[config.mk]
export PLATFORM = sky130hd
export DESIGN_NAME = pipe_operand_loader
export DESIGN_NICKNAME = d
export VERILOG_FILES = /design/src/rtl/pipe_operand_loader.sv
export SDC_FILE = /design/constraint.sdc
export NUM_CORES = 1
export LEC_CHECK = 0
export CORE_MARGIN = 2
export CORE_UTILIZATION = 51
export DETAILED_ROUTE_END_ITERATION = 8
export GPL_ROUTABILITY_DRIVEN = 0
export GPL_TIMING_DRIVEN = 0
export PLACE_DENSITY_LB_ADDON = 0.15
export REMOVE_ABC_BUFFERS = 1
export SETUP_SLACK_MARGIN = 0.05
export SLEW_MARGIN = 20
export SYNTH_ARGS = -nofsm -noshare
export SYNTH_HDL_FRONTEND = slang
export SYNTH_SLANG_ARGS = --single-unit
[constraint.sdc]
create_clock -name clk -period 1.67 [get_ports clk]
set_input_delay 0.4175 -clock clk [delete_from_list [all_inputs] [get_ports clk]]
set_output_delay 0.4175 -clock clk [all_outputs]
set_load 0.03 [all_outputs]
[src/rtl/pipe_operand_loader.sv]
// rtl/pipe_operand_loader.sv - assembles serial words into A..D bundles and tracks pipeline latency
module pipe_operand_loader #(
  parameter int N     = 10,
  parameter int LAT   = 3,
  parameter int CNT_W = 8
) (
  input  logic             clk,
  input  logic             rst_n,
  input  logic [N-1:0]     in_data,
  input  logic             in_valid,
  output logic             in_ready,
  input  logic             abort,
  output logic [N-1:0]     A,
  output logic [N-1:0]     B,
  output logic [N-1:0]     C,
  output logic [N-1:0]     D,
  output logic             op_valid,
  output logic             res_valid,
  output logic [CNT_W-1:0] bundle_cnt
);

  localparam logic [1:0] S_A = 2'd0;
  localparam logic [1:0] S_B = 2'd1;
  localparam logic [1:0] S_C = 2'd2;
  localparam logic [1:0] S_D = 2'd3;

  logic [1:0]     state;
  logic [N-1:0]   sa;
  logic [N-1:0]   sb;
  logic [N-1:0]   sc;
  logic [LAT-1:0] lat_sr;
  logic           xfer;

  assign in_ready = rst_n & ~abort;
  assign xfer     = in_valid & in_ready;

  // A..D are only written on the D-word transfer, so partial loads never disturb them
  always_ff @(posedge clk or negedge rst_n) begin
    if (!rst_n) begin
      state      <= S_A;
      sa         <= '0;
      sb         <= '0;
      sc         <= '0;
      A          <= '0;
      B          <= '0;
      C          <= '0;
      D          <= '0;
      op_valid   <= 1'b0;
      bundle_cnt <= '0;
    end else begin
      op_valid <= 1'b0;
      if (abort) begin
        state <= S_A;
      end else if (xfer) begin
        case (state)
          S_A: begin
            sa    <= in_data;
            state <= S_B;
          end
          S_B: begin
            sb    <= in_data;
            state <= S_C;
          end
          S_C: begin
            sc    <= in_data;
            state <= S_D;
          end
          default: begin
            A          <= sa;
            B          <= sb;
            C          <= sc;
            D          <= in_data;
            op_valid   <= 1'b1;
            bundle_cnt <= bundle_cnt + CNT_W'(1);
            state      <= S_A;
          end
        endcase
      end
    end
  end

  // One bit per issued bundle in flight, so overlapping results stay separate pulses
  generate
    if (LAT == 1) begin : g_lat1
      always_ff @(posedge clk or negedge rst_n) begin
        if (!rst_n) lat_sr <= '0;
        else        lat_sr <= op_valid;
      end
    end else begin : g_latn
      always_ff @(posedge clk or negedge rst_n) begin
        if (!rst_n) lat_sr <= '0;
        else        lat_sr <= {lat_sr[LAT-2:0], op_valid};
      end
    end
  endgenerate

  assign res_valid = lat_sr[LAT-1];

endmodule

==> qor.txt, run 1 <==
Cell variety after synth - 22
global-route wire length before repair - 11,100 um
grt ovf - 0
startpoint types - input pin
commonest non-fill, non-tap cell in the layout - nand2_1
most frequent cells in the layout - nand2_1, dfrtp_1, dlygate4sd2_1, mux2_4
DRT Wirelength - 6640 um
core region area - 6390 um^2
sequential share of the synthesized area - 62.0%
row cnt - 29
post-route cell area - 4420 um^2
worst hold path type - input pin to async pin
Die Span X - 85.5 um
gr usage total - 19.5%
WP data arrival - 1.84 ns
Num CTS Buffers - 9
Worst-Skew Late Latency - 0.34 ns
n_diodes - 0
Ys Warns - 0
Ports - 65
post-synth top area share - 62.0%
Die H - 85.5 um
DRC errors left - 0
Final Core Density - 69.2%
endpoints failing setup - 0
ranking of synthesized cells by area - dfrtp_1, nand2_1, mux2_4
cells after synthesis - 284
Final period util - 96.7%
Slew headroom - 35.6%
CTS Buffer Depth - 2
vias in the first global route - 2,174
vias per inst - 5.02
RSZ-0062 raised after global routing - true
post-route ant nets - 0
Critical Path Fanout Max - 10
P per Cell Area - 984 nW/um^2
Initial DRC Count - 107
Die ar. - 7320 um^2
worst-case clock skew - 0.00816 ns
Setup crit start - in_valid
CTS H-tree lvls - 3
clock tree sinks - 84
max cap viols - 0
cell count after placement - 419
layout filler cell count - 507
reg-to-reg slack, setup - 0.14 ns
clock-pin slew on the worst setup and hold paths - 0.08 ns
critical path required time - 1.89 ns
fin crit period - 1.62 ns
Avg Inst Size Synth - 11.9 um^2
Layout Nets - 379
Area growth, synth to finish - 30.3%
post-synthesis cell area - 3390 um^2
status - complete, no violations
Via Count - 2,218
nature of the critical path endpoint - flop
Leak - 2.54 nW
actual slew at the worst max-slew pin - 0.963 ns
Finished Layout Cells - 442
Worst IR Drop VDD - 0.653 mV
r2r startpoint - state[1]
number of cells on the worst reg-to-reg path - 7
Slew Viols, Final - 0
total chip power - 4.35 mW
CP Class - input pin to flop
wire per inst - 15.0 um
post-DP HPWL - 3960 um
Yosys top cell by area - dfrtp_1
CTS tree - yes
layout cell share with drive strength beyond 1 - 18.1%
Max Freq - 619 MHz
1st-pass router iterations - 4
Final Hold Fails - 0
initial core utilization - 53.1%
largest net degree at the start of global routing - 46
placed cell areas - 4120 um^2
IO Port Bufs - 64
Seq cells post-synth - 84
initial antenna violation count - 0
Root Driver - clkbuf_8
Crit Reg-Reg Endpoint - D[9]
-- per-layer routing --
metal	GRT usage, %	vias up	share of wire (%)
met5	0	-	0
met1	28.6	1102	47
met2	29.6	53	48
li1	-	1058	-
met4	6.93	0	0.66
met3	3.37	5	4.3
-- where the power goes --
| group | internal (mW) | total [mW] | switching [mW] |
|---|---|---|---|
| logic | 0.328 | 0.540 | 0.212 |
| clock network | 0.769 | 1.47 | 0.700 |
| registers | 2.23 | 2.34 | 0.113 |
| total | 3.32 | 4.35 | 1.02 |
-- critical path, cell delays in order --
cell and delay (ns):
clkdlybuf4s50_1 0.53, and3b_2 0.40, nand2_8 0.16, mux2_4 0.32
-- stage by stage --
step	setup slack (ns)	hold slack, ns	setup TNS (ns)
2_1_floorplan	-1.23	0.122	-47.46
3_3_place_gp	-7.08	0.335	-687.58
3_5_place_dp	-1.57	0.363	-89.62
4_1_cts	0.0504	0.00750	0
5_1_grt	0.0431	0.0000874	0
6_report	0.0548	0.0151	0
-- worst max-delay path by stage --
stage,depth (start not counted),end
final,4,sb[2]
after global routing,6,bundle_cnt[4]
after CTS,1,bundle_cnt[4]
after detailed placement,7,bundle_cnt[6]
after global placement,5,bundle_cnt[6]
after floorplan,5,bundle_cnt[6]
-- cells in the mapped netlist (all sizes together) --
cell    count
a21oi       1
nand3       2
mux2       30
dfrtp      84
buf        10
xnor2       5
and3        1
inv         2
and3b       1
nor3        2
nor2        2
nand4       3
nand4b      1
clkinv      1
nor2b       1
xor2        3
nand2     130
ha          5
-- registers in the layout, indices dropped and copies added, names as in the netlist --
register and flops:
sb 10, C 10, op_valid 1, bundle_cnt 8, A 10, sa 10
lat_sr 3, B 10, sc 10, state 2, D 10
-- layout make-up --
class	count	area (um^2)	area share, %
clock buffers	12	155	3.51
clock inverters	4	47.5	1.08
inverters	3	37.5	0.850
multi-input cells	187	1210	27.5
flip-flops and latches	84	2100	47.6
well taps	77	96.3	2.18
repair buffers	75	766	17.3
-- cells by family (layout without fill, tap and decap cells) --
group / after synthesis / in the layout / share of synthesized area, %
XOR/XNOR: 8 / 8 / 2.07
AO/OA/AOI/OAI: 1 / 1 / 0.147
AND/OR/NAND/NOR: 143 / 143 / 18.4
flip-flops: 84 / 84 / 62.0
adder cells (fa/ha/maj): 5 / 5 / 1.85
multiplexers: 30 / 30 / 13.3
buffers and inverters: 13 / 94 / 2.29
-- timing repair --
action	in CTS	in global routing
pin swaps	1	1
hold buffers	2	0
setup buffers	3	0
gates cloned	2	0
setup endpoints to repair	130	6
gates resized for setup	71	7
hold endpoints to repair	21	0
Note: power is estimated with default switching activity, not from simulation.
==> run 2, diff against run 1 <==
Settings changed: HOLD_SLACK_MARGIN set to 0.08.
==> run 2 against run 1 <==
  * Clock-buffer cell count unchanged
  * Sequential power about the same
  * Combinational power barely moved
  * Clock power about the same
  * Via count is 0.95% higher
  * First-iteration DRC count shrank 0.93%
  * Highest routed layer unchanged
==> qor.txt, run 2 (same netlist as run 1, synthesis figures left out) <==
status - complete, no violations
endpoints failing setup - 0 (unchanged)
crit path capture - sb[2]
Initial DRC Count - 106 (-0.93%)
Slew headroom - 62.6% (+27 points)
largest net degree at the start of global routing - 46 (unchanged)
clock tree sinks - 84 (unchanged)
Worst IR Drop VDD - 0.657 mV (+0.47%)
Die H - 85.5 um (unchanged)
nature of the critical path endpoint - flop
RSZ-0062 raised after global routing - true
Num CTS Buffers - 9 (unchanged)
cell count after placement - 419 (unchanged)
initial core utilization - 53.1% (unchanged)
r2r startpoint - state[1]
most frequent cells in the layout - nand2_1, dfrtp_1, dlygate4sd2_1, mux2_4
Layout Nets - 381 (+0.53%)
row cnt - 29 (unchanged)
Final Hold Fails - 0 (unchanged)
startpoint types - input pin
pre-CTS WS - -1.57 ns (unchanged)
wire per inst - 15.1 um (+0.57%)
Worst-Skew Late Latency - 0.34 ns (about the same)
DRT Wirelength - 6710 um (+1.0%)
Leak - 2.55 nW (+0.32%)
layout filler cell count - 506 (-0.20%)
1st-pass router iterations - 4 (unchanged)
P per Cell Area - 984 nW/um^2 (about the same)
DRC errors left - 0 (unchanged)
vias per inst - 5.04 (+0.49%)
critical path required time - 1.89 ns (about the same)
number of cells on the worst reg-to-reg path - 7 (unchanged)
post-route ant nets - 0 (unchanged)
Setup crit start - in_valid
WP data arrival - 1.84 ns (about the same)
Die Span X - 85.5 um (unchanged)
vias in the first global route - 2,179 (+0.23%)
Die ar. - 7320 um^2 (unchanged)
Max Freq - 619 MHz (about the same)
actual slew at the worst max-slew pin - 0.560 ns (-0.402 ns)
max cap viols - 0 (unchanged)
Ports - 65 (unchanged)
CP Class - input pin to flop
global-route wire length before repair - 11,200 um (+1.1%)
CTS Buffer Depth - 2 (unchanged)
Slew Viols, Final - 0 (unchanged)
IO Port Bufs - 64 (unchanged)
Final Core Density - 69.3% (+0.16 points)
PnR worst setup slack - 0.0542 ns (-0.000558 ns)
Finished Layout Cells - 444 (+0.45%)
Area growth, synth to finish - 30.6%
grt ovf - 0 (unchanged)
worst hold path type - input pin to async pin
worst-case clock skew - 0.00874 ns (+0.000577 ns)
Root Driver - clkbuf_8
Final period util - 96.8% (about the same)
Critical Path Fanout Max - 10 (unchanged)
initial antenna violation count - 0 (unchanged)
core region area - 6390 um^2 (unchanged)
n_diodes - 0 (unchanged)
Crit Reg-Reg Endpoint - D[9]
Via Count - 2,239 (+0.95%)
post-DP HPWL - 3960 um (unchanged)
CTS H-tree lvls - 3 (unchanged)
CTS tree - yes
commonest non-fill, non-tap cell in the layout - nand2_1
layout cell share with drive strength beyond 1 - 18.5% (+0.45 points)
clock-pin slew on the worst setup and hold paths - 0.09 ns (about the same)
reg-to-reg slack, setup - 0.13 ns (about the same)
fin crit period - 1.62 ns (+0.000558 ns)
gr usage total - 19.7% (+0.25 points)
Fin Hold WS - 0.129 ns (+0.113 ns)
run 2: cell types whose count changed in the layout (fill, tap and decap cells not counted), sizes merged:
cell / change
buf: +1
clkbuf: +1
run 2: critical path: stages:
cell and delay (ns):
clkdlybuf4s50_1 0.53, and3b_2 0.40, nand2_8 0.16, mux2_4 0.32
run 2: area by class of cell:
| type | instances | area (um^2) | area share [%] |
|---|---|---|---|
| flip-flops and latches | 84 | 2100 | 47.5 |
| repair buffers | 77 | 776 | 17.5 |
| inverters | 3 | 37.5 | 0.848 |
| clock inverters | 4 | 47.5 | 1.07 |
| multi-input cells | 187 | 1210 | 27.4 |
| clock buffers | 12 | 155 | 3.50 |
| well taps | 77 | 96.3 | 2.18 |
run 2: metal layers:
layer  track usage, %  part of all wire, %  up-vias
li1                 -                    -     1062
met1             29.0                   48     1119
met2             30.0                   47       45
met3             3.27                  3.4       13
met4             6.93                  1.5        0
met5                0                    0        -
run 2: per-stage QoR:
| step | cell area (um^2) | setup TNS, ns | power (mW) |
|---|---|---|---|
| finish | 4430 | 0 | 4.36 |
| floorplan | 3320 | -47.46 | 2.70 |
| global placement | 4060 | -687.58 | 2.88 |
| global route | 4430 | 0 | 4.53 |
| CTS | 4430 | 0 | 4.38 |
| detailed placement | 4120 | -89.62 | 2.90 |
run 2: worst min-delay path by stage:
stage	to	slack (ns)
3_3_place_gp	lat_sr[1]	0.33
2_1_floorplan	A[0]	0.12
3_5_place_dp	lat_sr[2]	0.36
4_1_cts	C[2]	0.12
5_1_grt	C[7]	0.12
6_report	op_valid	0.13
run 2: what timing repair did:
item,in CTS,in global routing
setup endpoints to repair,130,6
resized for setup,71,7
hold buffers,4,0
buffers inserted,3,0
cloned,2,0
hold endpoints to repair,53,0
pin swaps,1,1
run 2: report_power, final:
group / switching (mW) / internal, mW / leakage (nW)
Clock: 0.703 / 0.770 / 0.102
Sequential: 0.115 / 2.23 / 1.13
Combinational: 0.214 / 0.329 / 1.31
Total: 1.03 / 3.32 / 2.55
==> run 3, diff against run 2 <==
Settings changed: SETUP_SLACK_MARGIN 0.05 to not set.
==> run 3 against run 2 <==
  * Clock power barely moved
  * Setup slack got worse by 0.0042 ns
  * Flip-flop and latch count did not move
  * Highest routed layer unchanged
  * Via count did not move
  * Combinational power fell by 0.9%
  * Final area rose by 0.45%
  * Sequential power barely moved
==> qor.txt, run 3 (same netlist as run 1, synthesis figures left out) <==
Critical Path Max Stage Delay - 0.53 ns (about the same)
pre-CTS WS - -1.57 ns (unchanged)
Final period util - 97.0% (+0.25 points)
largest net degree at the start of global routing - 46 (unchanged)
crit-path cells - clkdlybuf4s50_1 > nand4b_1 > buf_8 > buf_4 > nor3_2 > xor2_1
startpoint types - input pin
vias in the first global route - 2,112 (-3.1%)
endpoints failing setup - 0 (unchanged)
worst-case clock skew - 0.00900 ns (+0.000264 ns)
Global Route met2 Usage - 28.3% (-1.8 points)
Layout Nets - 383 (+0.52%)
nature of the critical path endpoint - flop
Fin Hold WS - 0.128 ns (-0.000276 ns)
busiest layer in global routing - met2
Critical Path Fanout Max - 6 (-4)
grt ovf - 0 (unchanged)
Die ar. - 7320 um^2 (unchanged)
most frequent cells in the layout - nand2_1, dfrtp_1, dlygate4sd2_1, mux2_4
max cap viols - 0 (unchanged)
DRC errors left - 0 (unchanged)
P per Cell Area - 977 nW/um^2 (-0.73%)
Area growth, synth to finish - 31.1%
post-DP HPWL - 3960 um (unchanged)
Root Driver - clkbuf_8
core region area - 6390 um^2 (unchanged)
layout cell share with drive strength beyond 1 - 17.9% (-0.64 points)
RSZ-0062 raised after global routing - false
initial antenna violation count - 0 (unchanged)
wire per inst - 14.9 um (-1.4%)
number of cells on the worst reg-to-reg path - 6 (-1)
Die H - 85.5 um (unchanged)
gr usage total - 18.6% (-1.2 points)
Crit-path slowest cell - clkdlybuf4s50_1
CTS tree - yes
WP data arrival - 1.89 ns (+0.05 ns)
Max Freq - 617 MHz (-0.26%)
Ports - 65 (unchanged)
commonest non-fill, non-tap cell in the layout - nand2_1
global-route wire length before repair - 10,600 um (-4.9%)
CP Class - input pin to flop
row cnt - 29 (unchanged)
Final Hold Fails - 0 (unchanged)
layout filler cell count - 506 (unchanged)
Via Count - 2,239 (unchanged)
1st-pass router iterations - 4 (unchanged)
Buf/Inv on CP - 3 (+2)
Leak - 2.57 nW (+0.94%)
worst hold path type - input pin to async pin
vias per inst - 5.02 (-0.45%)
Initial DRC Count - 99 (-6.6%)
reg-to-reg slack, setup - 0.12 ns (about the same)
clock tree sinks - 84 (unchanged)
fin crit period - 1.62 ns (+0.00417 ns)
post-route ant nets - 0 (unchanged)
cell family with the largest share of critical-path delay - buffers and inverters
PnR worst setup slack - 0.0500 ns (-0.00417 ns)
critical path required time - 1.94 ns (+0.05 ns)
Slew headroom - 35.1% (-28 points)
DRT Wirelength - 6640 um (-1.0%)
Die Span X - 85.5 um (unchanged)
CTS Buffer Depth - 2 (unchanged)
IO Port Bufs - 64 (unchanged)
n_diodes - 0 (unchanged)
CTS H-tree lvls - 3 (unchanged)
actual slew at the worst max-slew pin - 0.971 ns (+0.410 ns)
M1 GR Usage - 27.0% (-2.0 points)
global routing usage on met3 - 3.27% (unchanged)
total chip power - 4.34 mW (-0.28%)
clock-pin slew on the worst setup and hold paths - 0.09 ns (about the same)
Crit Reg-Reg Endpoint - bundle_cnt[5]
initial core utilization - 53.1% (unchanged)
r2r startpoint - state[1]
Slew Viols, Final - 0 (unchanged)
Num CTS Buffers - 9 (unchanged)
Worst IR Drop VDD - 0.660 mV (+0.51%)
Worst-Skew Late Latency - 0.34 ns (about the same)
status - complete, no violations
[run 3: per-stage QoR]
stage                     TNS [ns]  cell area (um^2)  utilization, %  std cells
after floorplan             -47.46              3320               -        274
after global placement     -687.58              4060            63.6        415
after detailed placement    -89.62              4120            64.5        419
after CTS                        0              4330            67.8        437
after global routing             0              4450            69.6        446
final                            0              4450            69.6        446
[run 3: worst max path at each step]
stage | startpoint | endpoint | slack, ns | depth (start not counted)
2_1_floorplan | state[1] | bundle_cnt[6] | -1.23 | 5
3_3_place_gp | rst_n | bundle_cnt[6] | -7.08 | 5
3_5_place_dp | rst_n | bundle_cnt[6] | -1.57 | 7
4_1_cts | abort | in_ready | 0.008 | 3
5_1_grt | bundle_cnt[4] | bundle_cnt[4] | 0.02 | 1
6_report | in_valid | bundle_cnt[5] | 0.05 | 6
[run 3: timing repair]
item	4_1_cts	5_1_grt
endpoints found under the hold margin	43	43
gates cloned	1	1
setup buffers	1	5
setup endpoints to repair	130	19
gates resized for setup	65	7
pin swaps	1	0
[run 3: layout make-up]
class / count / area (um^2) / area share, %
Timing Repair Buffer: 79 / 796 / 17.9
Clock inverter: 4 / 47.5 / 1.07
Inverter: 3 / 37.5 / 0.844
Sequential cell: 84 / 2100 / 47.3
Multi-Input combinational cell: 187 / 1210 / 27.3
Tap cell: 77 / 96.3 / 2.17
Clock buffer: 12 / 155 / 3.49
[run 3: worst reg2reg max path, cell delays in order (launching register included)]
cell,delay (ns)
dfrtp_1,0.41
ha_1,0.17
nand4b_1,0.20
buf_8,0.23
buf_4,0.14
nor3_2,0.18
xor2_1,0.15
[run 3: routing by layer]
layer | wire length [um] | vias to the layer above
li1 | - | 1067
met1 | 3160 | 1109
met2 | 3130 | 52
met3 | 267 | 11
met4 | 86 | 0
met5 | 0 | -
[run 3: report_power, final]
| part | switching [mW] | leakage [nW] | internal (mW) |
|---|---|---|---|
| registers | 0.115 | 1.13 | 2.23 |
| clock network | 0.696 | 0.102 | 0.769 |
| logic | 0.213 | 1.34 | 0.325 |
| total | 1.02 | 2.57 | 3.32 |
